**src/rtl/mul_div_unit_pkg.sv**
```systemverilog
// ---------------------------------------------------------------------------
// mdu_pkg -- shared definitions for the multiply/divide unit.
//   MDU_SIZE    : default operand/result width
//   mdu_op_e    : operation encodings (MULT, MULTU, DIV, DIVU)
//   mdu_state_e : sequencer states (IDLE -> RUN -> FIX -> DONE)
//   isSignedOp / isMulOp : small decode helpers used by the top and sign fix
// ---------------------------------------------------------------------------
package mdu_pkg;

  localparam int MDU_SIZE = 32;

  typedef enum logic [1:0] {
    OP_MULT  = 2'b00,
    OP_MULTU = 2'b01,
    OP_DIV   = 2'b10,
    OP_DIVU  = 2'b11
  } mdu_op_e;

  typedef enum logic [1:0] {
    IDLE = 2'b00,
    RUN  = 2'b01,
    FIX  = 2'b10,
    DONE = 2'b11
  } mdu_state_e;

  function automatic logic isSignedOp(mdu_op_e op);
    return (op == OP_MULT) || (op == OP_DIV);
  endfunction

  function automatic logic isMulOp(mdu_op_e op);
    return (op == OP_MULT) || (op == OP_MULTU);
  endfunction

endpackage

```
**src/rtl/mul_div_unit_if.sv**
```systemverilog
// ---------------------------------------------------------------------------
// mul_div_unit_if -- request/result bundle of the multiply/divide unit.
//   Start, Op, SrcA, SrcB : request side (driven by the master)
//   Busy, Done, HLEN      : status; HLEN is the hi/lo register write enable
//   HiOut, LoOut          : results toward the hi/lo registers
// ---------------------------------------------------------------------------
interface mul_div_unit_if
  import mdu_pkg::*;
#(
  parameter int SIZE = MDU_SIZE
);

  logic            Start;
  mdu_op_e         Op;
  logic [SIZE-1:0] SrcA;
  logic [SIZE-1:0] SrcB;
  logic            Busy;
  logic            Done;
  logic            HLEN;
  logic [SIZE-1:0] HiOut;
  logic [SIZE-1:0] LoOut;

  modport master (
    output Start, Op, SrcA, SrcB,
    input  Busy, Done, HLEN, HiOut, LoOut
  );

  modport slave (
    input  Start, Op, SrcA, SrcB,
    output Busy, Done, HLEN, HiOut, LoOut
  );

endinterface

```
**src/rtl/mul_div_unit_sign_fix.sv**
```systemverilog
// ---------------------------------------------------------------------------
// mdu_sign_fix -- sign handling around the unsigned iterative datapath.
//   Entry side (used at accept): op_i, srcA_i, srcB_i -> operand magnitudes
//     aMag_o/bMag_o and the negate flags negHi_o/negLo_o to be latched.
//   Exit side (used in FIX): latched isMul_i/negHi_i/negLo_i and the raw
//     unsigned result hi_i/lo_i -> corrected hiFix_o/loFix_o.
// ---------------------------------------------------------------------------
module mdu_sign_fix
  import mdu_pkg::*;
#(
  parameter int SIZE = MDU_SIZE
) (
  input  mdu_op_e         op_i,
  input  logic [SIZE-1:0] srcA_i,
  input  logic [SIZE-1:0] srcB_i,
  output logic [SIZE-1:0] aMag_o,
  output logic [SIZE-1:0] bMag_o,
  output logic            negHi_o,
  output logic            negLo_o,
  input  logic            isMul_i,
  input  logic            negHi_i,
  input  logic            negLo_i,
  input  logic [SIZE-1:0] hi_i,
  input  logic [SIZE-1:0] lo_i,
  output logic [SIZE-1:0] hiFix_o,
  output logic [SIZE-1:0] loFix_o
);

  logic signA;
  logic signB;

  // Magnitudes and result signs. The quotient is not negated for a zero
  // divisor so the all-ones quotient survives; the remainder (which then
  // equals |SrcA|) takes the dividend sign and so reproduces SrcA.
  always_comb begin
    signA  = isSignedOp(op_i) & srcA_i[SIZE-1];
    signB  = isSignedOp(op_i) & srcB_i[SIZE-1];
    aMag_o = signA ? -srcA_i : srcA_i;
    bMag_o = signB ? -srcB_i : srcB_i;
    if (isMulOp(op_i)) begin
      negHi_o = signA ^ signB;
      negLo_o = signA ^ signB;
    end else begin
      negHi_o = signA;
      negLo_o = (signA ^ signB) & (|srcB_i);
    end
  end

  // A product is negated as one 2*SIZE-bit value; quotient and remainder
  // are negated independently.
  always_comb begin
    hiFix_o = hi_i;
    loFix_o = lo_i;
    if (isMul_i) begin
      if (negLo_i) begin
        {hiFix_o, loFix_o} = -{hi_i, lo_i};
      end
    end else begin
      if (negHi_i) begin
        hiFix_o = -hi_i;
      end
      if (negLo_i) begin
        loFix_o = -lo_i;
      end
    end
  end

endmodule

```
**src/rtl/mul_div_unit.sv**
```systemverilog
// ---------------------------------------------------------------------------
// mul_div_unit -- iterative multiply/divide unit feeding the hi/lo registers.
//   CLK : clock, rising edge
//   RST : asynchronous reset, active low
//   bus : mul_div_unit_if.slave (Start/Op/SrcA/SrcB in; Busy/Done/HLEN/
//         HiOut/LoOut out)
// One request runs IDLE -> RUN (SIZE cycles) -> FIX -> DONE; Done/HLEN pulse
// in the DONE cycle, the (SIZE+2)th cycle after the accept edge.
// ---------------------------------------------------------------------------
module mul_div_unit
  import mdu_pkg::*;
#(
  parameter int SIZE = MDU_SIZE
) (
  input logic             CLK,
  input logic             RST,
  mul_div_unit_if.slave   bus
);

  localparam int CW = $clog2(SIZE);

  mdu_state_e      state_q;
  logic [CW-1:0]   cnt_q;
  logic [SIZE-1:0] hi_q;
  logic [SIZE-1:0] lo_q;
  logic [SIZE-1:0] bMag_q;
  logic [SIZE-1:0] hiOut_q;
  logic [SIZE-1:0] loOut_q;
  logic            isMul_q;
  logic            negHi_q;
  logic            negLo_q;
  logic            busy_q;
  logic            done_q;

  logic [SIZE-1:0] aMag;
  logic [SIZE-1:0] bMag;
  logic            negHi;
  logic            negLo;
  logic [SIZE-1:0] hiFix;
  logic [SIZE-1:0] loFix;
  logic [SIZE-1:0] shifted;
  logic [SIZE-1:0] addA;
  logic [SIZE-1:0] addB;
  logic [SIZE:0]   sum;
  logic            divOk;
  logic [SIZE-1:0] hi_d;
  logic [SIZE-1:0] lo_d;

  mdu_sign_fix #(.SIZE(SIZE)) u_sign_fix (
    .op_i    (bus.Op),
    .srcA_i  (bus.SrcA),
    .srcB_i  (bus.SrcB),
    .aMag_o  (aMag),
    .bMag_o  (bMag),
    .negHi_o (negHi),
    .negLo_o (negLo),
    .isMul_i (isMul_q),
    .negHi_i (negHi_q),
    .negLo_i (negLo_q),
    .hi_i    (hi_q),
    .lo_i    (lo_q),
    .hiFix_o (hiFix),
    .loFix_o (loFix)
  );

  // One SIZE-bit adder serves both operations. Multiply adds the
  // multiplicand into hi and shifts {carry,hi,lo} right. Divide shifts
  // {hi,lo} left and subtracts the divisor (add ~d + 1); the bit shifted
  // out of hi is an implicit 33rd bit, so a set bit there means the
  // subtraction always fits even when the carry is clear.
  always_comb begin
    shifted = {hi_q[SIZE-2:0], lo_q[SIZE-1]};
    addA    = isMul_q ? hi_q : shifted;
    addB    = isMul_q ? bMag_q : ~bMag_q;
    sum     = {1'b0, addA} + {1'b0, addB} + {{SIZE{1'b0}}, ~isMul_q};
    divOk   = hi_q[SIZE-1] | sum[SIZE];
    if (isMul_q) begin
      if (lo_q[0]) begin
        hi_d = sum[SIZE:1];
        lo_d = {sum[0], lo_q[SIZE-1:1]};
      end else begin
        hi_d = {1'b0, hi_q[SIZE-1:1]};
        lo_d = {hi_q[0], lo_q[SIZE-1:1]};
      end
    end else begin
      hi_d = divOk ? sum[SIZE-1:0] : shifted;
      lo_d = {lo_q[SIZE-2:0], divOk};
    end
  end

  // Sequencer. Start is only looked at in IDLE, so requests during a run
  // (DONE cycle included) are dropped. Results update only on the FIX edge
  // and otherwise hold.
  always_ff @(posedge CLK or negedge RST) begin
    if (!RST) begin
      state_q <= IDLE;
      cnt_q   <= '0;
      hi_q    <= '0;
      lo_q    <= '0;
      bMag_q  <= '0;
      hiOut_q <= '0;
      loOut_q <= '0;
      isMul_q <= 1'b0;
      negHi_q <= 1'b0;
      negLo_q <= 1'b0;
      busy_q  <= 1'b0;
      done_q  <= 1'b0;
    end else begin
      case (state_q)
        IDLE: begin
          if (bus.Start) begin
            state_q <= RUN;
            cnt_q   <= '0;
            hi_q    <= '0;
            lo_q    <= aMag;
            bMag_q  <= bMag;
            isMul_q <= isMulOp(bus.Op);
            negHi_q <= negHi;
            negLo_q <= negLo;
            busy_q  <= 1'b1;
          end
        end
        RUN: begin
          hi_q  <= hi_d;
          lo_q  <= lo_d;
          cnt_q <= cnt_q + CW'(1);
          if (cnt_q == CW'(SIZE - 1)) begin
            state_q <= FIX;
          end
        end
        FIX: begin
          hiOut_q <= hiFix;
          loOut_q <= loFix;
          done_q  <= 1'b1;
          state_q <= DONE;
        end
        DONE: begin
          done_q  <= 1'b0;
          busy_q  <= 1'b0;
          state_q <= IDLE;
        end
        default: state_q <= IDLE;
      endcase
    end
  end

  assign bus.Busy  = busy_q;
  assign bus.Done  = done_q;
  assign bus.HLEN  = done_q;
  assign bus.HiOut = hiOut_q;
  assign bus.LoOut = loOut_q;

endmodule

```
**src/flat_wrapper.sv**
```systemverilog
// flat-port wrapper written by rule: the top's interface ports become plain ports
module mul_div_unit_flat import mdu_pkg::*;
#(
  parameter int SIZE = MDU_SIZE
)
  (CLK, RST, bus_Start, bus_Op, bus_SrcA, bus_SrcB, bus_Busy, bus_Done, bus_HLEN, bus_HiOut, bus_LoOut);
  mul_div_unit_if #(.SIZE(SIZE)) bus_i ();
  input logic CLK;
  input logic RST;
  input wire logic [$bits(bus_i.Start)-1:0] bus_Start;
  input wire logic [$bits(bus_i.Op)-1:0] bus_Op;
  input wire logic [$bits(bus_i.SrcA)-1:0] bus_SrcA;
  input wire logic [$bits(bus_i.SrcB)-1:0] bus_SrcB;
  output wire logic [$bits(bus_i.Busy)-1:0] bus_Busy;
  output wire logic [$bits(bus_i.Done)-1:0] bus_Done;
  output wire logic [$bits(bus_i.HLEN)-1:0] bus_HLEN;
  output wire logic [$bits(bus_i.HiOut)-1:0] bus_HiOut;
  output wire logic [$bits(bus_i.LoOut)-1:0] bus_LoOut;
  assign bus_i.Start = bus_Start;
  assign bus_i.Op = bus_Op;
  assign bus_i.SrcA = bus_SrcA;
  assign bus_i.SrcB = bus_SrcB;
  assign bus_Busy = bus_i.Busy;
  assign bus_Done = bus_i.Done;
  assign bus_HLEN = bus_i.HLEN;
  assign bus_HiOut = bus_i.HiOut;
  assign bus_LoOut = bus_i.LoOut;
  mul_div_unit #(.SIZE(SIZE)) u_core (.CLK(CLK), .RST(RST), .bus(bus_i));
endmodule
```
**config.mk**
```make
export PLATFORM = sky130hd
export DESIGN_NAME = mul_div_unit_flat
export DESIGN_NICKNAME = d
export VERILOG_FILES = /design/src/rtl/mul_div_unit_pkg.sv /design/src/rtl/mul_div_unit_if.sv /design/src/rtl/mul_div_unit_sign_fix.sv /design/src/rtl/mul_div_unit.sv /design/src/flat_wrapper.sv
export SDC_FILE = /design/constraint.sdc
export NUM_CORES = 1
export LEC_CHECK = 0
export CAP_MARGIN = 25
export CORE_ASPECT_RATIO = 0.75
export CORE_UTILIZATION = 30
export DETAILED_ROUTE_END_ITERATION = 7
export GPL_TIMING_DRIVEN = 0
export PLACE_DENSITY_LB_ADDON = 0.25
export SLEW_MARGIN = 20
export SYNTH_ARGS = -nofsm -noshare
export SYNTH_HDL_FRONTEND = slang
export SYNTH_SLANG_ARGS = --single-unit
```
**constraint.sdc**
```tcl
create_clock -name CLK -period 4.1 [get_ports CLK]
set_input_delay 0.82 -clock CLK [delete_from_list [all_inputs] [get_ports CLK]]
set_output_delay 0.82 -clock CLK [all_outputs]
set_load 0.05 [all_outputs]
```
==> results of run 1 <==
cells by family (layout without fill, tap and decap cells):
logic type                 count (synthesis)  count (layout)  share of synthesized area [%]
and+or+nand+nor                          532             532                           18.3
AOI/OAI and AO/OA                        517             517                           23.6
xor gates and xnor gates                 179             179                           11.6
buffers and inverters                    176             358                           5.04
DFF                                      172             172                           31.9
muxes                                     73              73                           5.66
adders and majority gates                 42              42                           3.95
stage by stage:
stage	hold slack (ps)	std cells	utilization (%)	cell area, um^2	TNS, ps
finish	359	2451	38.0	16700	0
global route	402	2451	38.0	16700	-18.5
CTS	376	2447	37.7	16500	0
detailed placement	496	2405	35.6	15600	-57780
global placement	489	2404	35.6	15600	-945500
floorplan	469	1691	-	13500	0
metal layers:
metal,track usage (%),wire length (um)
met3,5.41,5110
met2,31.2,20900
met4,3.98,437
met5,0,12
met1,34.8,25200
what timing repair did:
item                                    4_1_cts  5_1_grt
pin swaps                                     5       14
resized for setup                            63       24
buffers inserted                             11        8
endpoints found under the setup margin       33       33
hold buffers                                  0        0
cell usage after synthesis (34+ instances only):
cell                       count  area, um^2
sky130_fd_sc_hd__nor2_1      146         548
sky130_fd_sc_hd__o211ai_1     34         255
sky130_fd_sc_hd__ha_1         41         513
sky130_fd_sc_hd__o21ai_0     162         811
sky130_fd_sc_hd__a21oi_1     160         801
sky130_fd_sc_hd__mux2i_1      46         460
sky130_fd_sc_hd__nand2_1     200         751
sky130_fd_sc_hd__inv_1        48         180
sky130_fd_sc_hd__xnor2_1     110         963
sky130_fd_sc_hd__xor2_1       69         604
sky130_fd_sc_hd__dfrtp_1     172        4300
sky130_fd_sc_hd__clkbuf_1    110         413
critical path, stage by stage, from the launching register on:
cell and delay, ps:
sky130_fd_sc_hd__dfrtp_1 400, sky130_fd_sc_hd__clkbuf_8 170, sky130_fd_sc_hd__buf_8 160, sky130_fd_sc_hd__clkbuf_16 180, sky130_fd_sc_hd__clkbuf_16 180, sky130_fd_sc_hd__xnor2_2 140
sky130_fd_sc_hd__ha_1 290, sky130_fd_sc_hd__buf_4 170, sky130_fd_sc_hd__a21o_1 180, sky130_fd_sc_hd__a21o_1 200, sky130_fd_sc_hd__a211o_1 310, sky130_fd_sc_hd__a211oi_4 220
sky130_fd_sc_hd__buf_6 150, sky130_fd_sc_hd__or3b_1 360, sky130_fd_sc_hd__clkbuf_8 180, sky130_fd_sc_hd__buf_6 150, sky130_fd_sc_hd__nand4_1 80, sky130_fd_sc_hd__a21oi_1 70
sky130_fd_sc_hd__a221o_1 290
layout make-up:
type | count | area, um^2
fillers | 4549 | 27200
well taps | 578 | 723
multi-input cells | 1343 | 8700
repair buffers | 156 | 1540
flip-flops and latches | 172 | 4300
plain buffers | 122 | 624
clock buffers | 19 | 443
clock inverters | 13 | 154
inverters | 48 | 180
path summary, 6_finish.rpt:
kind | from | end | slack, ps | cells past startpoint
max | u_core.isMul_q | u_core.hi_q[17] | 110 | 18
min in group CLK | u_core.bMag_q[19] | u_core.bMag_q[19] | 510 | 2
max in group asynchronous | RST | u_core.bus.HiOut[13] | 2810 | 2
min reg2reg | u_core.bMag_q[19] | u_core.bMag_q[19] | 510 | 2
min | RST | u_core.state_q[0] | 360 | 1
max reg2reg | u_core.isMul_q | u_core.hi_q[17] | 110 | 18
registers in the layout (all words and copies together), names as in the netlist:
signal	flops
u_core.bMag_q	32
u_core.bus.Busy	1
u_core.bus.Done	1
u_core.bus.HiOut	32
u_core.bus.LoOut	32
u_core.cnt_q	5
u_core.hi_q	32
u_core.isMul_q	1
u_core.lo_q	32
u_core.negHi_q	1
u_core.negLo_q	1
u_core.state_q	2
==> out/qor.tcl, run 1 <==
set qor(tritoncts) {done}
set qor(worst-endpoint-required_ps) 4450
set qor(finalHoldViolations) 0
set qor(groute.usage.overall_pct) 22.5
set qor(largest_net_degree_at_the_start_of_global_routing) 96
set qor(final_layout_size_suffix_gt1_share_pct) 8.01
set qor(area_grow_syn2layout_pct) 23.4
set qor(drv_cap) 0
set qor(period_minus_slack_ps) 3990
set qor(synthesis.yosys.warnings) 0
set qor(first_global_vias) 12760
set qor(timing.final.max_slew_violations) 0
set qor(violations_in_the_final_reports) {DRC}
set qor(max_freq_ghz) 0.251
set qor(finalClockSkew_ps) 12.8
set qor(antenna_left) 0
set qor(num_antenna_cells) 0
set qor(synth.cell_area_um2) 13500
set qor(post-route-period-util_pct) 97.3
set qor(pre_cts_slack_ps) -2050
set qor(post_synth_num_cell_types) 77
set qor(area_of_the_die_um2) 45900
set qor(io_buffers) 135
set qor(synth_cells) 1691
set qor(final_common_cell) {sky130_fd_sc_hd__nand2_1}
set qor(avgSynthCellArea_um2) 7.99
set qor(cts.htree.levels) 4
set qor(effective_utilization_at_floorplan_pct) 30.8
set qor(postLayoutSetupSlackWorst_ps) 112
set qor(globalRouteOverflowTotal) 0
set qor(antenna_violations_before_repair) 1
set qor(cts_num_sinks) 172
set qor(synth_flop_cell) {sky130_fd_sc_hd__dfrtp_1}
set qor(timing.hold.worst.class) {in2async}
set qor(final_cell_mix) {200 x sky130_fd_sc_hd__nand2_1, 172 x sky130_fd_sc_hd__dfrtp_1, 157 x sky130_fd_sc_hd__a21oi_1}
set qor(routed_wire_length_um) 51700
set qor(synth-edff-count) 0
set qor(drt_pre_antenna_iters) 8
set qor(globalplace.congestion) 0.930
set qor(setup_crit_end_kind) {flip-flop}
set qor(critical_path_class) {reg2reg}
set qor(cp.arrival_ps) 4340
set qor(worst_slew_margin_rel_pct) 39.1
set qor(remaining_drcs) 16
set qor(design.final.nets) 1971
set qor(finalSetupViolCount) 0
set qor(vias) 13570
set qor(clock_latency_ps) 460
set qor(cts_buffer_depth) 2
set qor(io-pin-count) 136
set qor(cts_made_buffers) 17
set qor(status) {complete, but fails checks}
set qor(async_reset_ff_share_pct) 100
set qor(coreArea_um2) 43800
set qor(dp.final_hpwl_um) 40500
set qor(tightest_slew_ps) 913
set qor(detail_route.iter0.violations) 1474
set qor(clk_pin_slew_ps) 70
set qor(wirelength_per_cell_um) 21.1
set qor(synth-seq-area-share_pct) 31.9
set qor(critical_path_startpoint_category) {flip-flop}
set qor(number_of_synthesized_register_bits) 172
set qor(dieHeight_um) 186
set qor(cp_max_fo) 10
set qor(synth.net_count) 1802
set qor(ratio_of_routed_vias_to_standard_cells) 5.54
set qor(clockRootBuffer) {sky130_fd_sc_hd__clkbuf_16}
set qor(die_width_um) 247
set qor(wire_length_of_the_first_global_routing_pass_um) 78100
set qor(core.rowCount) 66
Power of run 1 is left out: the tool's default activity adds up to more than one toggle a clock period on the data nets, which glitch-free logic cannot reach.
==> run 2: changes to the inputs <==
- CORE_ASPECT_RATIO: 0.75 -> 0.7
- GPL_TIMING_DRIVEN: 0 -> unset
==> out/qor.tcl, run 2 (synthesis gave the netlist of run 1 again) <==
set qor(worst_slew_margin_rel_pct) 40.6
set qor(design.final.nets) 1923
set qor(worst_path_dominant_cell_family) {compound AO/OA/AOI/OAI gates}
set qor(vias) 13118
set qor(coreArea_um2) 44000
set qor(timing.hold.worst.class) {in2async}
set qor(wirelength_per_cell_um) 20.4
set qor(finalHoldViolations) 0
set qor(core.rowCount) 64
set qor(antenna_left) 0
set qor(detail_route.iter0.violations) 1334
set qor(die_width_um) 256
set qor(tritoncts) {done}
set qor(crit_chain) {buf_16 -> mux2_2 -> ha_1 -> a21o_1 -> a21o_1 -> a211o_1 -> a211oi_4 -> buf_4 -> nand2_1 -> nand2_2 -> buf_4 -> o211ai_1 -> a22o_1}
set qor(crit_slowest_cell) {sky130_fd_sc_hd__dfrtp_4}
set qor(cts.htree.levels) 4
set qor(status) {completed}
set qor(setup_crit_end_kind) {flip-flop}
set qor(final.fill_count) 4563
set qor(clockRootBuffer) {sky130_fd_sc_hd__clkbuf_16}
set qor(final_common_cell) {sky130_fd_sc_hd__nand2_1}
set qor(clk_pin_slew_ps) 70
set qor(drt_pre_antenna_iters) 7
set qor(regToRegEndpoint) {u_core.hi_q[21]}
set qor(largest_net_degree_at_the_start_of_global_routing) 82
set qor(cp.arrival_ps) 4270
set qor(first_global_vias) 12243
set qor(timing.final.max_slew_violations) 0
set qor(placedInstanceArea_um2) 15900
set qor(worst_path_largest_cell_delay_ps) 620
set qor(drv_cap) 0
set qor(postLayoutCellArea_um2) 16500
set qor(grt_setup_unrepaired) {no}
set qor(effective_utilization_at_floorplan_pct) 30.7
set qor(cts_made_buffers) 17
set qor(globalRouteOverflowTotal) 0
set qor(cts_buffer_depth) 2
set qor(tightest_slew_ps) 891
set qor(remaining_drcs) 0
set qor(cp_max_fo) 20
set qor(r2r_setup_slack_ps) 180
set qor(finalSetupViolCount) 0
set qor(post-route-period-util_pct) 95.7
set qor(worst-endpoint-required_ps) 4440
set qor(rr_startpoint) {u_core.isMul_q}
set qor(final_util_pct) 37.4
set qor(path_buf_inv) 3
set qor(io-pin-count) 136
set qor(finalClockSkew_ps) 10.5
set qor(critical_path_class) {reg2reg}
set qor(dieHeight_um) 180
set qor(num_antenna_cells) 0
set qor(area_of_the_die_um2) 45900
set qor(cts-hold-fix-buffers) 0
set qor(ratio_of_routed_vias_to_standard_cells) 5.43
set qor(antenna_violations_before_repair) 1
set qor(wire_length_of_the_first_global_routing_pass_um) 75700
set qor(critical_path_startpoint_category) {flip-flop}
set qor(period_minus_slack_ps) 3920
set qor(area_grow_syn2layout_pct) 22.1
set qor(globalplace.congestion) 0.915
set qor(setup_tns_ps) 0
set qor(r2r_cells) 13
set qor(io_buffers) 135
set qor(routed_wire_length_um) 49200
set qor(max_freq_ghz) 0.255
set qor(clock_latency_ps) 460
set qor(cts_num_sinks) 172
set qor(final_cell_mix) {199 x sky130_fd_sc_hd__nand2_1, 171 x sky130_fd_sc_hd__dfrtp_1, 162 x sky130_fd_sc_hd__o21ai_0}
set qor(groute.usage.overall_pct) 21.2
set qor(dp.final_hpwl_um) 38400
set qor(final_layout_size_suffix_gt1_share_pct) 9.93
==> run 2: per-stage QoR <==
stage	std cells	worst slack, ps	hold WS [ps]
2_1_floorplan	1691	18.1	469
6_report	2417	177	415
3_3_place_gp	2386	0.853	483
5_1_grt	2417	9.39	453
4_1_cts	2416	4.83	455
3_5_place_dp	2386	22.6	499
==> run 2: repair_timing <==
item                                    CTS  global route
setup buffers                             0             1
resized for setup                         0             6
hold endpoints to repair                  0             0
endpoints found under the setup margin    0            30
==> run 2: worst max path at each step <==
stage	depth (start not counted)	endpoint	startpoint
final	13	u_core.hi_q[21]	u_core.isMul_q
after global routing	14	u_core.hi_q[20]	u_core.isMul_q
after CTS	11	u_core.hi_q[29]	u_core.isMul_q
after detailed placement	11	u_core.hi_q[29]	u_core.isMul_q
after global placement	11	u_core.hi_q[29]	u_core.isMul_q
after floorplan	17	u_core.hi_q[17]	u_core.isMul_q
==> run 2: layer usage <==
metal / vias to the layer above / GRT usage [%] / routed length, um
met4: 0 / 3.23 / 341
met2: 475 / 27.1 / 18400
met3: 31 / 4.55 / 4150
met1: 6345 / 35.2 / 26300
li1: 6267 / - / -
met5: - / 0 / 0
==> run 2: area by class of cell <==
type / instances / area, um^2 / share of cell area, %
multi-input combinational: 1343 / 8560 / 51.9
sequential: 172 / 4310 / 26.1
timing repair buffer: 230 / 2100 / 12.7
tap: 594 / 743 / 4.51
clock buffer: 19 / 443 / 2.69
inverter: 48 / 180 / 1.09
clock inverter: 11 / 158 / 0.956
Power of run 2 is left out for the same reason.
